`src/rtl/addertree_stage2.sv`:
```
// rtl/addertree_stage2.sv - column popcount reduction, group accumulator and 8-bit requantizer (optional ReLU clamp via ADDERTREE2_RELU_EN)
`timescale 1ns/1ps
module addertree_stage2 #(
  parameter int ACC_W = 24,
  parameter int SHIFT = 7
) (
  input  logic                    clk,
  input  logic                    reset,
  input  logic                    in_valid,
  output logic                    in_ready,
  input  logic                    in_last,
  input  logic [118:0]            col_bits,
  output logic                    out_valid,
  input  logic                    out_ready,
  output logic signed [ACC_W-1:0] acc_out,
  output logic signed [7:0]       q_out
);

  // Bit count of columns ao3..ao18, packed from the LSB of col_bits upwards.
  localparam int NCOL = 16;
  localparam int COL_W [NCOL] = '{6, 8, 9, 10, 10, 11, 12, 11, 10, 9, 7, 5, 5, 3, 2, 1};

`ifdef ADDERTREE2_RELU_EN
  localparam logic signed [ACC_W-1:0] Q_MIN = '0;
`else
  localparam logic signed [ACC_W-1:0] Q_MIN = ACC_W'(-128);
`endif
  localparam logic signed [ACC_W-1:0] Q_MAX = ACC_W'(127);

  logic                    stall;
  logic [3:0]              pc_d [NCOL];
  logic [3:0]              pc_q [NCOL];
  logic                    v1, l1;
  logic [18:0]             psum_d, psum_q;
  logic                    v2, l2;
  logic signed [ACC_W-1:0] acc, psum_ext, sum_d, shifted;
  logic signed [7:0]       q_d;
  logic                    first;
  logic [6:0]              idx;

  assign stall    = out_valid && !out_ready;
  assign in_ready = !stall;

  // Popcount each column of the incoming beat.
  always_comb begin
    idx = '0;
    for (int k = 0; k < NCOL; k++) begin
      pc_d[k] = '0;
      for (int j = 0; j < 12; j++) begin
        if (j < COL_W[k]) begin
          pc_d[k] = pc_d[k] + {3'b000, col_bits[idx]};
          idx     = idx + 7'd1;
        end
      end
    end
  end

  // Weight each registered popcount by its column position; wraps at 19 bits.
  always_comb begin
    psum_d = '0;
    for (int k = 0; k < NCOL; k++) begin
      psum_d = psum_d + ({15'd0, pc_q[k]} << (k + 3));
    end
  end

  // Accumulate and requantize: first beat of a group loads, later beats add.
  always_comb begin
    psum_ext = ACC_W'(signed'(psum_q));
    sum_d    = first ? psum_ext : acc + psum_ext;
    shifted  = sum_d >>> SHIFT;
    if (shifted > Q_MAX)      q_d = 8'sd127;
    else if (shifted < Q_MIN) q_d = Q_MIN[7:0];
    else                      q_d = shifted[7:0];
  end

  // S1: popcount registers plus valid/last; everything holds while stalled.
  always_ff @(posedge clk or posedge reset) begin
    if (reset) begin
      v1 <= 1'b0;
      l1 <= 1'b0;
      for (int k = 0; k < NCOL; k++) pc_q[k] <= '0;
    end else if (!stall) begin
      v1 <= in_valid;
      l1 <= in_valid && in_last;
      for (int k = 0; k < NCOL; k++) pc_q[k] <= pc_d[k];
    end
  end

  // S2: partial sum register.
  always_ff @(posedge clk or posedge reset) begin
    if (reset) begin
      v2     <= 1'b0;
      l2     <= 1'b0;
      psum_q <= '0;
    end else if (!stall) begin
      v2     <= v1;
      l2     <= v1 && l1;
      psum_q <= psum_d;
    end
  end

  // ACC: group accumulator and output holding register; a new result may overwrite one being taken.
  always_ff @(posedge clk or posedge reset) begin
    if (reset) begin
      acc       <= '0;
      first     <= 1'b1;
      acc_out   <= '0;
      q_out     <= '0;
      out_valid <= 1'b0;
    end else if (!stall) begin
      if (v2) begin
        if (l2) begin
          acc     <= '0;
          first   <= 1'b1;
          acc_out <= sum_d;
          q_out   <= q_d;
        end else begin
          acc   <= sum_d;
          first <= 1'b0;
        end
      end
      if (v2 && l2)      out_valid <= 1'b1;
      else if (out_ready) out_valid <= 1'b0;
    end
  end

endmodule

```
`config.mk`:
```
export PLATFORM = sky130hd
export DESIGN_NAME = addertree_stage2
export DESIGN_NICKNAME = d
export VERILOG_FILES = /design/src/rtl/addertree_stage2.sv
export SDC_FILE = /design/constraint.sdc
export NUM_CORES = 1
export LEC_CHECK = 0
export BUFFER_PORTS_ARGS = -buffer_cell sky130_fd_sc_hd__buf_2
export CAP_MARGIN = 20
export CORE_MARGIN = 3
export CORE_UTILIZATION = 55
export DETAILED_ROUTE_END_ITERATION = 10
export GPL_TIMING_DRIVEN = 0
export PLACE_DENSITY = 0.78
export SLEW_MARGIN = 20
export SYNTH_ARGS = -nofsm -noshare
export SYNTH_HDL_FRONTEND = slang
export SYNTH_SLANG_ARGS = --single-unit
```
`constraint.sdc`:
```
create_clock -name clk -period 7.2 [get_ports clk]
set_input_delay 0.36 -clock clk [delete_from_list [all_inputs] [get_ports clk]]
set_output_delay 0.36 -clock clk [all_outputs]
set_load 0.05 [all_outputs]
```
==> flow_metrics.env <==
export IMPL_grt_setup_unrepaired="no"
export IMPL_final_hold_viol_count=0
export IMPL_min_delay_path_class="in2reg"
export IMPL_synth_area_mm2=0.00977
export IMPL_critical_path_top_cell_by_count="sky130_fd_sc_hd__fa_1"
export IMPL_final_hold_worst_slack_ns=0.155
export IMPL_drt_wl_total_um=23100
export IMPL_post_route_cells_drive_above_1_share_pct=17.2
export IMPL_route_vias_total=7831
export IMPL_cp_slowest_stage_delay_ns=0.50
export IMPL_cts_tree="yes"
export IMPL_status="completed"
export IMPL_detail_route_antenna_nets=0
export IMPL_core_area_mm2=0.0174
export IMPL_seq_area_frac_synth_pct=33.8
export IMPL_yosysWarningCount=0
export IMPL_routing_usage_on_met1_pct=31.1
export IMPL_port_buffers=157
export IMPL_max_cap_viol_count=0
export IMPL_most_used_dff_post_synth="sky130_fd_sc_hd__dfrtp_1"
export IMPL_synthesis_instances=1027
export IMPL_post_synth_cell_area_avg_um2=9.51
export IMPL_final_min_period_over_clock_period_pct=67.1
export IMPL_die_h_um=139
export IMPL_timing_critical_path_required_ns=7.51
export IMPL_area_growth_syn_to_fin_pct=17.3
export IMPL_vdd_ir_drop_max_mv=0.333
export IMPL_avgRoutedWirePerCell_um=16.0
export IMPL_grt_busiest_layer="met2"
export IMPL_cp_data_arrival_time_ns=5.14
export IMPL_detailedRoute_firstPassIterationCount=7
export IMPL_timing_hold_worst_path_depth=3
export IMPL_timing_critical_path_buf_inv=3
export IMPL_pwr_density_cell_mw_per_mm2=566
export IMPL_floorplan_rows=48
export IMPL_synth_edff_count=0
export IMPL_use_met3_pct=4.98
export IMPL_vias_in_the_first_global_route=8151
export IMPL_stages_on_worst_setup_path=20
export IMPL_floorplan_die_area_mm2=0.0194
export IMPL_fin_skew_ns=0.00633
export IMPL_nets=1500
export IMPL_finalSetupViolations=0
export IMPL_layout_cells_most_common_list="sky130_fd_sc_hd__nand2_1 (206), sky130_fd_sc_hd__buf_2 (158), sky130_fd_sc_hd__inv_1 (134)"
export IMPL_timing_max_transition_violations_final=0
export IMPL_numClockSinks=132
export IMPL_gr_usage_all_layers_pct=25.1
export IMPL_leakagePower_nw=5.97
export IMPL_synth_distinct_cells=64
export IMPL_layout_filler_cells=1373
export IMPL_ff_latch_area_mm2=0.00330
export IMPL_grt_met2_usage_pct=43.1
export IMPL_first_iter_violations=475
export IMPL_cts_root_buf="sky130_fd_sc_hd__clkbuf_16"
export IMPL_worstMarginPinSlew_ns=0.909
export IMPL_critical_path_class="reg2reg"
export IMPL_yosys_register_bits=132
export IMPL_maxClockFrequency_mhz=207
export IMPL_initial_utilization_pct=56.3
export IMPL_asyncSetResetFlopFracSynth_pct=100
export IMPL_cp_max_fo=2
export IMPL_finalWorstPathRequiredPeriod_ns=4.83
export IMPL_detail_route_vias_per_cell=5.43
export IMPL_n_antenna_cell=0
export IMPL_start_kind="register"
export IMPL_critPathTopFamily="adder cells"
export IMPL_htree_levels=4
export IMPL_chipWidth_um=139
export IMPL_clock_path_buffers=2
export IMPL_multiInputGateArea_mm2=0.00581
export IMPL_synth_net_count=1322
export IMPL_cts_repair_timing_setup_buffer_count=0
export IMPL_cts_clk_slew_worst_paths_ns=0.06
export IMPL_relSlewSlack_pct=38.6
export IMPL_mostFrequentLayoutCell="sky130_fd_sc_hd__nand2_1"
export IMPL_detail_route_drc_violations=0
export IMPL_finalSetupTns_ns=0
export IMPL_hpwlAfterDp_um=18100
export IMPL_cell_by_cell_trace_of_the_critical_path="ha_1 -> fa_1 -> xor2_1 -> fa_1 -> inv_1 -> fa_1 -> inv_1 -> fa_1 -> ha_1 -> inv_1 -> fa_1 -> nor2b_1 -> o21ai_0 -> a21boi_0 -> o21ai_0 -> a21boi_0 -> o21ai_0 -> a211oi_1 -> o21ai_0 -> a31o_2"
export IMPL_grt_antenna_before_repair=0
export IMPL_cts_inserted_buffers=17
export IMPL_reg2regPathDepth=20
export IMPL_io_pins=158
export IMPL_grt_first_pass_wirelength_um=39200
export IMPL_global_route_overflow_total=0
export IMPL_routabilityCongestion=0.899
export IMPL_critPathCaptureType="register"
export IMPL_clkLatencyLatePin_ns=0.42
export IMPL_cp_slowest_cell="sky130_fd_sc_hd__fa_1"
export IMPL_pin_count_of_the_biggest_net_entering_global_routing=95
==> layout make-up <==
cell class / instances / area share, %
inverters: 136 / 4.52
clock buffers: 18 / 3.74
well taps: 225 / 2.46
repair buffers: 159 / 7.18
plain buffers: 37 / 1.22
flip-flops and latches: 132 / 28.8
multi-input cells: 722 / 50.7
clock inverters: 14 / 1.33
==> worst min-delay path, stage by stage <==
cell and delay [ns]:
sky130_fd_sc_hd__buf_2 0.09, sky130_fd_sc_hd__nand2_1 0.04, sky130_fd_sc_hd__nand2_1 0.05
==> state kept, by name (all words and copies together) (netlist names) <==
| register | count |
|---|---|
| pc_q | 54 |
| acc | 24 |
| acc_out | 24 |
| psum_q | 16 |
| q_out | 8 |
| first | 1 |
| l1 | 1 |
| l2 | 1 |
| out_valid | 1 |
| v1 | 1 |
| v2 | 1 |
==> cell usage after synthesis (6+ instances only) <==
| cell | n | area (um2) |
|---|---|---|
| sky130_fd_sc_hd__nand2_1 | 206 | 773 |
| sky130_fd_sc_hd__inv_1 | 135 | 507 |
| sky130_fd_sc_hd__dfrtp_1 | 131 | 3280 |
| sky130_fd_sc_hd__fa_1 | 90 | 1800 |
| sky130_fd_sc_hd__ha_1 | 81 | 1010 |
| sky130_fd_sc_hd__a21oi_1 | 61 | 305 |
| sky130_fd_sc_hd__o21ai_0 | 52 | 260 |
| sky130_fd_sc_hd__nor2_1 | 46 | 173 |
| sky130_fd_sc_hd__clkbuf_1 | 31 | 116 |
| sky130_fd_sc_hd__xnor2_1 | 19 | 166 |
| sky130_fd_sc_hd__xor2_1 | 16 | 140 |
| sky130_fd_sc_hd__nand3_1 | 13 | 65.1 |
| sky130_fd_sc_hd__a21o_1 | 12 | 90.1 |
| sky130_fd_sc_hd__a22o_1 | 11 | 96.3 |
| sky130_fd_sc_hd__nor3_1 | 10 | 50.1 |
| sky130_fd_sc_hd__a221o_1 | 7 | 70.1 |
| sky130_fd_sc_hd__and2_1 | 7 | 43.8 |
| sky130_fd_sc_hd__nand2b_1 | 7 | 43.8 |
| sky130_fd_sc_hd__and3_1 | 6 | 37.5 |
| sky130_fd_sc_hd__o211ai_1 | 6 | 45.0 |
| sky130_fd_sc_hd__o31ai_1 | 6 | 45.0 |
==> worst paths after layout <==
kind	endpoint	start	slack [ns]
setup / recovery	psum_q[18]	pc_q[56]	2.37
hold / removal	v1	in_valid	0.15
setup reg to reg	psum_q[18]	pc_q[56]	2.37
hold reg to reg	acc_out[7]	acc_out[7]	0.47
max in group asynchronous	pc_q[21]	reset	6.01
min in group asynchronous	acc_out[0]	reset	0.45
==> per-stage QoR <==
stage          worst slack (ns)  total power, mW  cell area [um2]  util, %  cells
2_1_floorplan              2.88             4.58             9770        -   1027
3_3_place_gp               1.85             5.42            10800     62.4   1409
3_5_place_dp               2.43             5.52            10900     62.6   1410
4_1_cts                    2.39             6.49            11500     66.0   1443
5_1_grt                    1.92             7.17            11500     66.0   1443
6_report                   2.37             6.48            11500     66.0   1443
==> layer usage <==
layer | wire length [um] | vias to the layer above
met5 | 0 | -
met1 | 9420 | 3795
met2 | 11600 | 263
met3 | 1340 | 52
met4 | 797 | 0
li1 | - | 3721
==> logic make-up (layout without fill, tap and decap cells) <==
group / after synthesis / after routing / share of synthesized area, %
XOR/XNOR: 35 / 35 / 3.14
buffers and inverters: 173 / 364 / 6.66
AND/OR/NAND/NOR: 319 / 319 / 14.1
adder cells (fa/ha/maj): 171 / 171 / 28.8
AO/OA/AOI/OAI: 192 / 192 / 12.9
flip-flops: 132 / 132 / 33.8
multiplexers: 5 / 5 / 0.538
==> report_power, final <==
group | internal (mW) | switching (mW)
clock network | 0.514 | 0.347
logic | 1.78 | 2.52
registers | 1.09 | 0.231
==> repair_timing <==
item,in CTS,in global routing
endpoints found under the hold margin,37,0
resized for setup,0,0
hold buffers,1,0
Note: power is estimated with default switching activity, not from simulation.
